===== src/rtl/sub_pkg.sv =====
// Shared types for the two-stage pipelined subtractor.
// DATA_W sets the operand width, and HALF sets the width of each pipeline slice.
// Struct widths follow HALF, so the top-level N must equal DATA_W.
package sub_pkg;

  localparam int DATA_W = 32;
  localparam int HALF   = DATA_W / 2;

  // Stage-1 payload: low-half difference, carry into the high half, raw high operands.
  typedef struct packed {
    logic [HALF-1:0] low;
    logic            carry;
    logic [HALF-1:0] a_hi;
    logic [HALF-1:0] b_hi;
  } s1_payload_t;

  // Condition flags derived from the final difference.
  typedef struct packed {
    logic borrow;
    logic zero;
    logic neg;
    logic ovf;
  } flags_t;

endpackage


===== src/rtl/sub_half.sv =====
// Purpose: W-bit slice computing a + ~b + cin, with the carry out on cout.
// Latency: combinational.
// Backpressure: none (pure datapath).
module sub_half #(
  parameter int W = 16
) (
  input  logic [W-1:0] a,
  input  logic [W-1:0] b,
  input  logic         cin,
  output logic [W-1:0] sum,
  output logic         cout
);

  logic [W:0] total;

  // Extend by one bit so the carry out falls out of the add.
  always_comb begin
    total = {1'b0, a} + {1'b0, ~b} + {{W{1'b0}}, cin};
    sum   = total[W-1:0];
    cout  = total[W];
  end

endmodule


===== src/rtl/sub32_pipe.sv =====
// Purpose: registered A - B - borrow_in plus borrow/zero/neg/ovf flags, split across two half-width stages.
// Latency: 2 cycles from input accept to out_valid, with a throughput of 1 per cycle.
// Backpressure: holds 2 transactions under stall; in_ready follows out_ready combinationally.
module sub32_pipe
  import sub_pkg::*;
#(
  parameter int N = DATA_W
) (
  input  logic         clk,
  input  logic         rst,
  input  logic         in_valid,
  output logic         in_ready,
  input  logic [N-1:0] operA,
  input  logic [N-1:0] operB,
  input  logic         borrow_in,
  output logic         out_valid,
  input  logic         out_ready,
  output logic [N-1:0] resultOUT,
  output logic         borrow_out,
  output logic         zero,
  output logic         neg,
  output logic         ovf
);

  localparam int H = HALF;

  s1_payload_t  s1_q;
  logic         s1_valid;
  logic         s2_valid;
  logic [N-1:0] res_q;
  flags_t       flg_q;

  logic         s1_load;
  logic         s2_load;
  logic [H-1:0] lo_sum;
  logic         lo_cout;
  logic [H-1:0] hi_sum;
  logic         hi_cout;
  logic [N-1:0] res_nxt;
  flags_t       flg_nxt;

  // A borrow in is the same as dropping the +1 of the two's complement, so cin = ~borrow_in.
  sub_half #(.W(H)) u_lo (
    .a    (operA[H-1:0]),
    .b    (operB[H-1:0]),
    .cin  (~borrow_in),
    .sum  (lo_sum),
    .cout (lo_cout)
  );

  sub_half #(.W(H)) u_hi (
    .a    (s1_q.a_hi),
    .b    (s1_q.b_hi),
    .cin  (s1_q.carry),
    .sum  (hi_sum),
    .cout (hi_cout)
  );

  // Handshake: each stage advances only when its downstream slot is free or is draining.
  always_comb begin
    s2_load  = s1_valid && (!s2_valid || out_ready);
    in_ready = !rst && (!s1_valid || !s2_valid || out_ready);
    s1_load  = in_valid && in_ready;
  end

  // Assemble the final difference and its flags. Signs come from the stored high operands.
  always_comb begin
    res_nxt        = {hi_sum, s1_q.low};
    flg_nxt        = '0;
    flg_nxt.borrow = ~hi_cout;
    flg_nxt.zero   = (res_nxt == '0);
    flg_nxt.neg    = hi_sum[H-1];
    flg_nxt.ovf    = (s1_q.a_hi[H-1] != s1_q.b_hi[H-1]) && (hi_sum[H-1] != s1_q.a_hi[H-1]);
  end

  // Stage 1: capture the low-half result and the raw high halves on accept.
  always_ff @(posedge clk) begin
    if (rst) begin
      s1_valid <= 1'b0;
      s1_q     <= '0;
    end else if (s1_load) begin
      s1_valid    <= 1'b1;
      s1_q.low    <= lo_sum;
      s1_q.carry  <= lo_cout;
      s1_q.a_hi   <= operA[N-1:H];
      s1_q.b_hi   <= operB[N-1:H];
    end else if (s2_load) begin
      s1_valid <= 1'b0;
    end
  end

  // Stage 2: result register. It only changes when empty or draining, so the payload is stable under stall.
  always_ff @(posedge clk) begin
    if (rst) begin
      s2_valid <= 1'b0;
      res_q    <= '0;
      flg_q    <= '0;
    end else if (s2_load) begin
      s2_valid <= 1'b1;
      res_q    <= res_nxt;
      flg_q    <= flg_nxt;
    end else if (out_ready) begin
      s2_valid <= 1'b0;
    end
  end

  assign out_valid  = s2_valid;
  assign resultOUT  = res_q;
  assign borrow_out = flg_q.borrow;
  assign zero       = flg_q.zero;
  assign neg        = flg_q.neg;
  assign ovf        = flg_q.ovf;

endmodule


===== config.mk =====
export PLATFORM = sky130hd
export DESIGN_NAME = sub32_pipe
export DESIGN_NICKNAME = d
export VERILOG_FILES = /design/src/rtl/sub_pkg.sv /design/src/rtl/sub_half.sv /design/src/rtl/sub32_pipe.sv
export SDC_FILE = /design/constraint.sdc
export NUM_CORES = 1
export LEC_CHECK = 0
export BUFFER_PORTS_ARGS = -buffer_cell sky130_fd_sc_hd__clkbuf_2
export CAP_MARGIN = 10
export CORE_ASPECT_RATIO = 0.6
export CORE_UTILIZATION = 49
export DETAILED_ROUTE_END_ITERATION = 6
export GPL_TIMING_DRIVEN = 0
export PLACE_DENSITY = 0.82
export SKIP_CTS_REPAIR_TIMING = 1
export SKIP_LAST_GASP = 1
export SLEW_MARGIN = 15
export SYNTH_ARGS = -nofsm -noshare
export SYNTH_HDL_FRONTEND = slang
export SYNTH_SLANG_ARGS = --single-unit
export TNS_END_PERCENT = 1

===== constraint.sdc =====
create_clock -name clk -period 2.3 [get_ports clk]
set_input_delay 0.115 -clock clk [delete_from_list [all_inputs] [get_ports clk]]
set_output_delay 0.115 -clock clk [all_outputs]
set_load 0.05 [all_outputs]

==> Word-level counts from Yosys, hierarchy flattened <==
Cells that the tools add are included.
{ "totals": {"ff_bits": 87, "output_inout_bits": 38, "inputBits": 69, "word_cells": 38} }
{ "op_classes": {"n_addsub": 4, "n_reduce_logical": 13, "mux": 4, "eq_ne": 2, "n_bitwise": 4} }
{ "op_table": {"columns": ["op", "count"], "rows": [
  ["adder 16 x 16 -> 17 bit", 2],
  ["adder 17 x 1 -> 17 bit", 2],
  ["zero test 32 bit", 1],
  ["NOT 16 bit", 2],
  ["logical AND 1 bit", 4],
  ["2-to-1 mux 1 bit", 4],
  ["nonzero test 2 bit", 2],
  ["zero test 1 bit", 3],
  ["logical OR 1 bit", 3],
  ["!= test 1 bit", 2],
  ["NOT 1 bit", 2]
]} }

==> Depth between registers and ports, before layout <==
Gate-level depths: netlist of the first run.
{ "depth": {"word_depth": 6, "mapped_depth": 12, "mapped_depth_nobuf": 12} }

==> Modules after synthesis <==
Synthesis of the first run repeated with hierarchy kept, for this count alone.
{ "unflattened": {"hier_cells": 647, "hier_area_um2": 4928.5} }
{ "by_module_without_submodules": {"columns": ["mod", "area_per_inst_um2", "seq_area_each_um2", "cells_per_inst", "instances"], "rows": [
  ["sub32_pipe", 3174.3, 1721.7, 390, 1],
  ["sub_half (u_lo)", 889.6, 0.0, 131, 1],
  ["sub_half (u_hi)", 864.6, 0.0, 126, 1]
]} }

==> Worst setup path before layout of the first run <==
Ideal clock, no wire load.
{ "synth_timing": {"path_type": "reg-to-reg", "start": "register s2_valid, in the netlist out_valid", "end": "register s1_q[32] in the netlist's numbering", "path_stages_with_launch": 6, "path_slack_ps": -288, "n_path_buf": 0, "arrival_ps": 2473, "period_less_slack_ps": 2588, "cell_sequence": "dfxtp_1 > nor2b_1 > a21oi_1 > nand2_1 > or3_1 > and3_1"} }
{ "synth_via": {"elab_chain_len": 5} }
{ "synth_rtl": {"columns": ["element", "line", "text"], "rows": [
  ["start: declaration", "sub32_pipe.sv:29", "logic s2_valid;"],
  ["start signal: assignment", "sub32_pipe.sv:95", "s2_valid <= 1'b0;"],
  ["start signal: assignment", "sub32_pipe.sv:99", "s2_valid <= 1'b1;"],
  ["start signal: assignment", "sub32_pipe.sv:103", "s2_valid <= 1'b0;"],
  ["zero test 1 bit", "sub32_pipe.sv:62", "in_ready = !rst && (!s1_valid || !s2_valid || out_ready);"],
  ["logical OR 1 bit (2 in a row)", "sub32_pipe.sv:62", null],
  ["logical AND 1 bit", "sub32_pipe.sv:62", null],
  ["named net in_ready", "sub32_pipe.sv:12", "output logic in_ready,"],
  ["logical AND 1 bit", "sub32_pipe.sv:63", "s1_load = in_valid && in_ready;"],
  ["end: declaration", "sub32_pipe.sv:27", "s1_payload_t s1_q;"]
]} }
The timed path passes the listed nets, and every way through them passes these cells.
A chain may end at the register's enable or synchronous reset.

==> Worst setup path in the final report of the first run <==
{ "layout_timing": {"start": "register s1_q[32] in the netlist's numbering", "end": "register flg_q, in the netlist zero"} }
{ "layout_via": {"elab_chain_len": 2} }
{ "layout_rtl": {"columns": ["element", "line", "text"], "rows": [
  ["adder 17 x 1 -> 17 bit", "sub_half.sv:18", "total = {1'b0, a} + {1'b0, ~b} + {{W{1'b0}}, cin};"],
  ["named net hi_sum[1]", "sub32_pipe.sv:37", "logic [H-1:0] hi_sum;"],
  ["zero test 32 bit", "sub32_pipe.sv:71", "flg_nxt.zero = (res_nxt == '0);"],
  ["end signal: assignment", "sub32_pipe.sv:101", "flg_q <= flg_nxt;"],
  ["end: declaration", "sub32_pipe.sv:31", "flags_t flg_q;"]
]} }
The timed path passes the listed nets, and every way through them passes these cells.

==> metrics.cfg, run 1 <==
[status]
status = finished with violations
violations = hold timing, setup timing

[timing]
whs_ps = -33.3
maxSlewViolCount = 0
layout_setup_ws_ps = -508
max-slew-margin-rel = 0.464
rsz0062_at_grt = true
finalHoldViolCount = 5
fmax_mhz = 356
final.period_utilization = 1.22
fin_crit_ps = 2810
skew_ps = 5.60
tightest_slew_ps = 794
setup_viol = 10

[clock_tree]
root_buffer = clkbuf_16
clockBufferDepth = 2
clkTransAtPathRegs_ps = 70
htree_levels = 3
cts_tree = yes
clock_latency_ps = 350
cts_buffers = 9
cts_sinks = 86

[die]
die_w_um = 128
fp.dieH_um = 77.8
design.core.area_um2 = 9220
fp.dieArea_um2 = 9980
io_pins = 107
rows = 27
start_util = 0.509

[global_routing]
grt-ovfl-total = 0
track_usage = 0.269
antenna_found_initial = 0
grt_pass1_wl_um = 20900
grt_max_degree = 18
grt_pass1_vias = 4291

[synth]
syn-cell-area_um2 = 4690
ys_ff_latch = 86
synth_edf_count = 0
yosysSeqAreaShare = 0.367
synth-main-ff-cell = dfxtp_1
syn_nets = 697
yosysWarningCount = 0
synth.avg_cell_area_um2 = 7.90
yosys.cell_types.count = 58
async_reset_ff_frac = 0
syn_inst = 594

[final_layout]
design_area_um2 = 6050
fin_util = 0.656
fillers = 771
num-nets-final = 842
drive_gt1_frac = 0.208
diodes = 0
area_growth_pct = 28.9
seq_area_um2 = 1720
multiInputGateArea_um2 = 2750
post_layout_nonfiller_instances = 874

[worst_setup_path]
cp-endpoint = zero
startpoint = s1_q[32]
critPathKind = flip-flop to flip-flop
worstPathMaxFanout = 2
r2r-end = zero
ff2ff_setup_slack_ps = -510
crit_path_end_kind = flip-flop
worst_setup_path_start_kind = flip-flop
r2r_cells = 11
cp.arrival_ps = 3100
timing.rr.start = s1_q[32]
required_ps = 2600

[routing]
viasPerCell = 5.49
drt-initial-drc-count = 408
antenna_left = 0
avgRoutedWirePerCell_um = 15.5
vias = 4799
wl_met1_um = 6360
drc_errors = 0
routed.top_layer = met4
routed_wirelength_um = 13500
drtPass1Iterations = 5
wl_met3_um = 1320
wl_met2_um = 5600

[power_and_ir_drop]
p_leak_uw = 0.00272
ir_worst_vdd_v = 0.000409
powerDensity_nw_per_um2 = 759

[placement]
gp_congestion = 0.959
dpl_cell_area_um2 = 5390
dp_cells = 830
hpwl_um = 10300
port_buffers = 106

[run]
cap_violations = 0

[hold_path]
min_path_type = input pin to flip-flop

layout by cell type (no fill, tap or decap), types with 9 or more instances in the layout:
cell type and instances:
o31ai_1 16, nor2_1 39, clkbuf_1 23, inv_1 44, nand3_1 35, xor2_1 10
o21ai_0 27, ha_1 30, dfxtp_1 85, dlygate4sd3_1 26, clkbuf_16 9, a21oi_1 48
clkbuf_2 107, xnor2_1 10, nand2_1 108, nor3_1 14
through the flow:
step | setup WS [ps] | setup TNS (ps) | power, µW
final | -508 | -2580 | 4590
after global routing | -567 | -3650 | 4770
after CTS | -633 | -2760 | 4470
after detailed placement | -562 | -3100 | 2960
after global placement | -466 | -2000 | 2910
after floorplan | -159 | -558 | 2610
worst min path at each step:
stage                   start  endpoint  slack (ps)  cells past startpoint
floorplan           operB[16]   s1_q[0]         210                      2
global placement    operA[27]  s1_q[27]         300                      3
detailed placement  operA[28]  s1_q[28]         300                      3
CTS                 operA[28]  s1_q[28]         -50                      3
global route        operB[27]  s1_q[11]         -10                      3
finish              operB[27]  s1_q[11]         -30                      3
flip-flops by register name, indices dropped and copies added (netlist names):
signal and cells:
out_valid 1, borrow_out 1, s1_q 33, s1_valid 1, ovf 1, res_nxt 16
resultOUT 32, zero 1
routing by layer:
layer,GRT usage,vias to the layer above
met5,0,-
met1,0.379,2193
li1,-,2337
met2,0.384,247
met3,0.0855,22
met4,0.0882,0
power breakdown:
group / leakage [µW] / switching, µW / internal [µW]
registers: 0.000708 / 83.3 / 1610
clock network: 0.000151 / 658 / 868
logic: 0.00186 / 849 / 520
total: 0.00272 / 1590 / 3000
cell type report:
class | instances | share of cell area
Multi-Input combinational cell | 433 | 0.455
Sequential cell | 86 | 0.285
Timing Repair Buffer | 134 | 0.133
Clock buffer | 9 | 0.0372
Inverter | 46 | 0.0286
Tap cell | 130 | 0.0269
Buffer | 29 | 0.0201
Clock inverter | 7 | 0.0143
logic make-up after synthesis:
family | count (synthesis) | share of synthesized area
compound gates | 138 | 0.200
simple gates | 240 | 0.234
buf+inv | 75 | 0.0627
fa+ha+maj | 34 | 0.0971
flops | 86 | 0.367
mux | 1 | 0.00213
xor+xnor | 20 | 0.0373
worst max-delay path: stages (launching register included):
cell and delay, ps:
dfxtp_1 330, inv_2 50, fa_2 360, inv_1 80, fa_2 460, nor4b_2 230
and4_1 240, nand4_1 90, nor4bb_1 270, nand4_1 160, nor4_2 300, a31o_1 180
synthesized netlist by cell type (2+ instances only):
cell / count / area (µm²)
nand4_1: 3 / 18.8
nand3_1: 35 / 175
o21bai_1: 3 / 22.5
ha_1: 30 / 375
xor2_1: 10 / 87.6
or3_1: 4 / 25.0
dfxtp_1: 86 / 1720
and3_1: 6 / 37.5
o21a_1: 4 / 30.0
nor4_1: 7 / 43.8
a21oi_2: 2 / 17.5
nand2b_1: 6 / 37.5
xnor2_1: 10 / 87.6
inv_1: 46 / 173
and2_1: 2 / 12.5
o31ai_1: 16 / 120
o21ai_0: 27 / 135
a21oi_1: 50 / 250
a21o_1: 5 / 37.5
nor3_1: 14 / 70.1
nor2_1: 39 / 146
fa_1: 4 / 80.1
a31oi_1: 2 / 12.5
o311ai_0: 2 / 17.5
clkbuf_1: 23 / 86.3
o211ai_1: 2 / 15.0
buf_1: 3 / 11.3
and2b_2: 2 / 17.5
a311oi_1: 3 / 26.3
nor2b_1: 7 / 43.8
a211oi_1: 7 / 52.6
nand2_1: 108 / 405
Power figures use the tool's default switching activity.
==> run 2, diff against run 1 <==
--- a/config.mk
+++ b/config.mk
@@ -8,10 +8,10 @@
 export BUFFER_PORTS_ARGS = -buffer_cell sky130_fd_sc_hd__clkbuf_2
 export CAP_MARGIN = 10
 export CORE_ASPECT_RATIO = 0.6
-export CORE_UTILIZATION = 49
+export CORE_UTILIZATION = 55
 export DETAILED_ROUTE_END_ITERATION = 6
 export GPL_TIMING_DRIVEN = 0
-export PLACE_DENSITY = 0.82
+export PLACE_DENSITY = 0.78
 export SKIP_CTS_REPAIR_TIMING = 1
 export SKIP_LAST_GASP = 1
 export SLEW_MARGIN = 15
==> constraint.sdc (replaced) <==
create_clock -name clk -period 3.5 [get_ports clk]
set_input_delay 0.175 -clock clk [delete_from_list [all_inputs] [get_ports clk]]
set_output_delay 0.175 -clock clk [all_outputs]
set_load 0.05 [all_outputs]
==> metrics.cfg, run 2 (synthesis results as in run 1) <==
[status]
status = complete, no violations

[worst_setup_path]
worstPathMaxFanout = 2  ; unchanged
r2r_cells = 11  ; unchanged
crit_path_end_kind = flip-flop
required_ps = 3800  ; +1200 ps
timing.rr.start = s1_q[16]
worst_setup_path_start_kind = flip-flop
critPathKind = flip-flop to flip-flop
cp.arrival_ps = 3260  ; +160 ps
ff2ff_setup_slack_ps = 540  ; +1050 ps
r2r-end = zero

[power_and_ir_drop]
p_seq_frac = 0.379  ; +0.010
powerDensity_nw_per_um2 = 519  ; -32%
ir_worst_vdd_v = 0.000332  ; -19%
clkPwrFrac = 0.339  ; +0.006
switching_share = 0.339  ; -0.00780
p_leak_uw = 0.00259  ; -4.7%
pwr-share-comb = 0.282  ; -0.016
p_switching_uw = 996  ; -37%
intPower_uw = 1950  ; -35%

[global_routing]
track_usage = 0.309  ; +0.0396
grt_max_degree = 17  ; -1
grt_pass1_vias = 4209  ; -1.9%
grt_pass1_wl_um = 20900  ; -0.13%
antenna_found_initial = 0  ; unchanged
grt-ovfl-total = 0  ; unchanged

[final_layout]
post_layout_nonfiller_instances = 824  ; -5.7%
fillers = 653  ; -15%
diodes = 0  ; unchanged
drive_gt1_frac = 0.197  ; -0.0114
layout_common_cells = nand2_1, clkbuf_2, dfxtp_1, a21oi_1, inv_1
area_growth_pct = 20.9
largest_reg_flops = 33  ; unchanged
final_common_cell = nand2_1
regMostFlops = s1_q
num-nets-final = 814  ; -3.3%

[timing]
rsz0062_at_grt = false
setup-tns-final_ps = 0  ; +2580 ps
tightest_slew_ps = 636  ; -159 ps
finalHoldViolCount = 0  ; -5
final.period_utilization = 0.845  ; -0.376
setup_viol = 0  ; -10
max-slew-margin-rel = 0.576  ; +0.112
skew_ps = 8.16  ; +2.56 ps
fmax_mhz = 338  ; -5.1%
fin_crit_ps = 2960  ; +151 ps
maxSlewViolCount = 0  ; unchanged

[clock_tree]
root_buffer = clkbuf_16
htree_levels = 3  ; unchanged
clkTransAtPathRegs_ps = 70  ; about the same
cts_tree = yes
cts_buffers = 9  ; unchanged
clockBufferDepth = 2  ; unchanged
clock_latency_ps = 350  ; about the same
cts_sinks = 86  ; unchanged

[die]
die_w_um = 121  ; -5.5%
start_util = 0.581  ; +0.0726
design.core.area_um2 = 8070  ; -12%
fp.dieH_um = 73.5  ; -5.5%
fp.dieArea_um2 = 8920  ; -11%
io_pins = 107  ; unchanged
rows = 25  ; -7.4%

[hold_path]
worstHoldPathCells = 3  ; unchanged
min_to = s1_q[30]
min_path_type = input pin to flip-flop
holdCritStartpoint = operA[30]

[routing]
drt-initial-drc-count = 463  ; +13%
antenna_left = 0  ; unchanged
routed_wirelength_um = 13300  ; -1.6%
drtPass1Iterations = 5  ; unchanged
viasPerCell = 5.72  ; +4.2%
vias = 4716  ; -1.7%
avgRoutedWirePerCell_um = 16.1  ; +4.3%
drc_errors = 0  ; unchanged

[placement]
port_buffers = 106  ; unchanged
hpwl_um = 10200  ; -0.71%
gp_congestion = 0.917  ; -4.4%
dp_cells = 808  ; -2.7%

[run]
cap_violations = 0  ; unchanged

## run 2: power groups by stage
stage | logic (µW) | registers, µW | clock network (µW)
finish | 831 | 1110 | 996
global route | 894 | 1120 | 1040
CTS | 814 | 1110 | 1010
detailed placement | 804 | 1130 | 0
global placement | 781 | 1130 | 0
floorplan | 503 | 1210 | 0
## run 2: layer usage
metal,part of all wire,track usage,vias up
met4,0.013,0.0974,0
met1,0.47,0.452,2160
li1,-,-,2295
met3,0.10,0.0637,16
met5,0,0,-
met2,0.41,0.453,245
## run 2: worst max-delay path by stage
stage | start | end | slack [ps] | cells past startpoint
CTS | s1_q[16] | zero | 650 | 11
detailed placement | s1_q[16] | zero | 670 | 11
global route | s1_q[0] | zero | 440 | 10
global placement | s1_q[16] | zero | 650 | 11
finish | s1_q[16] | zero | 540 | 11
floorplan | out_valid | s1_q[32] | 910 | 5
## run 2: metrics by stage
step | cell area (µm²) | setup WS [ps] | power, µW | utilization | hold slack [ps]
after floorplan | 4690 | 912 | 1710 | - | 274
after global placement | 5360 | 649 | 1910 | 0.664 | 358
after detailed placement | 5360 | 671 | 1940 | 0.664 | 368
after CTS | 5670 | 647 | 2930 | 0.703 | -0.134
after global routing | 5670 | 438 | 3060 | 0.703 | 9.43
final | 5670 | 541 | 2940 | 0.703 | 4.77
## run 2: layout make-up
| type | instances | area (µm²) | share of cell area |
|---|---|---|---|
| flip-flops and latches | 86 | 1720 | 0.304 |
| clock inverters | 6 | 75.1 | 0.0132 |
| well taps | 108 | 135 | 0.0238 |
| plain buffers | 29 | 121 | 0.0214 |
| clock buffers | 10 | 239 | 0.0421 |
| repair buffers | 106 | 531 | 0.0935 |
| multi-input cells | 433 | 2680 | 0.472 |
| inverters | 46 | 173 | 0.0304 |
## run 2: worst max-delay path, cell delays in order, from the launching register on
cell,delay (ps)
dfxtp_1,300
inv_1,70
fa_1,420
inv_1,90
fa_1,470
nor4b_1,260
and4_1,250
nand4_1,100
nor4bb_1,300
nand4_1,150
nor4_1,320
a31o_1,190
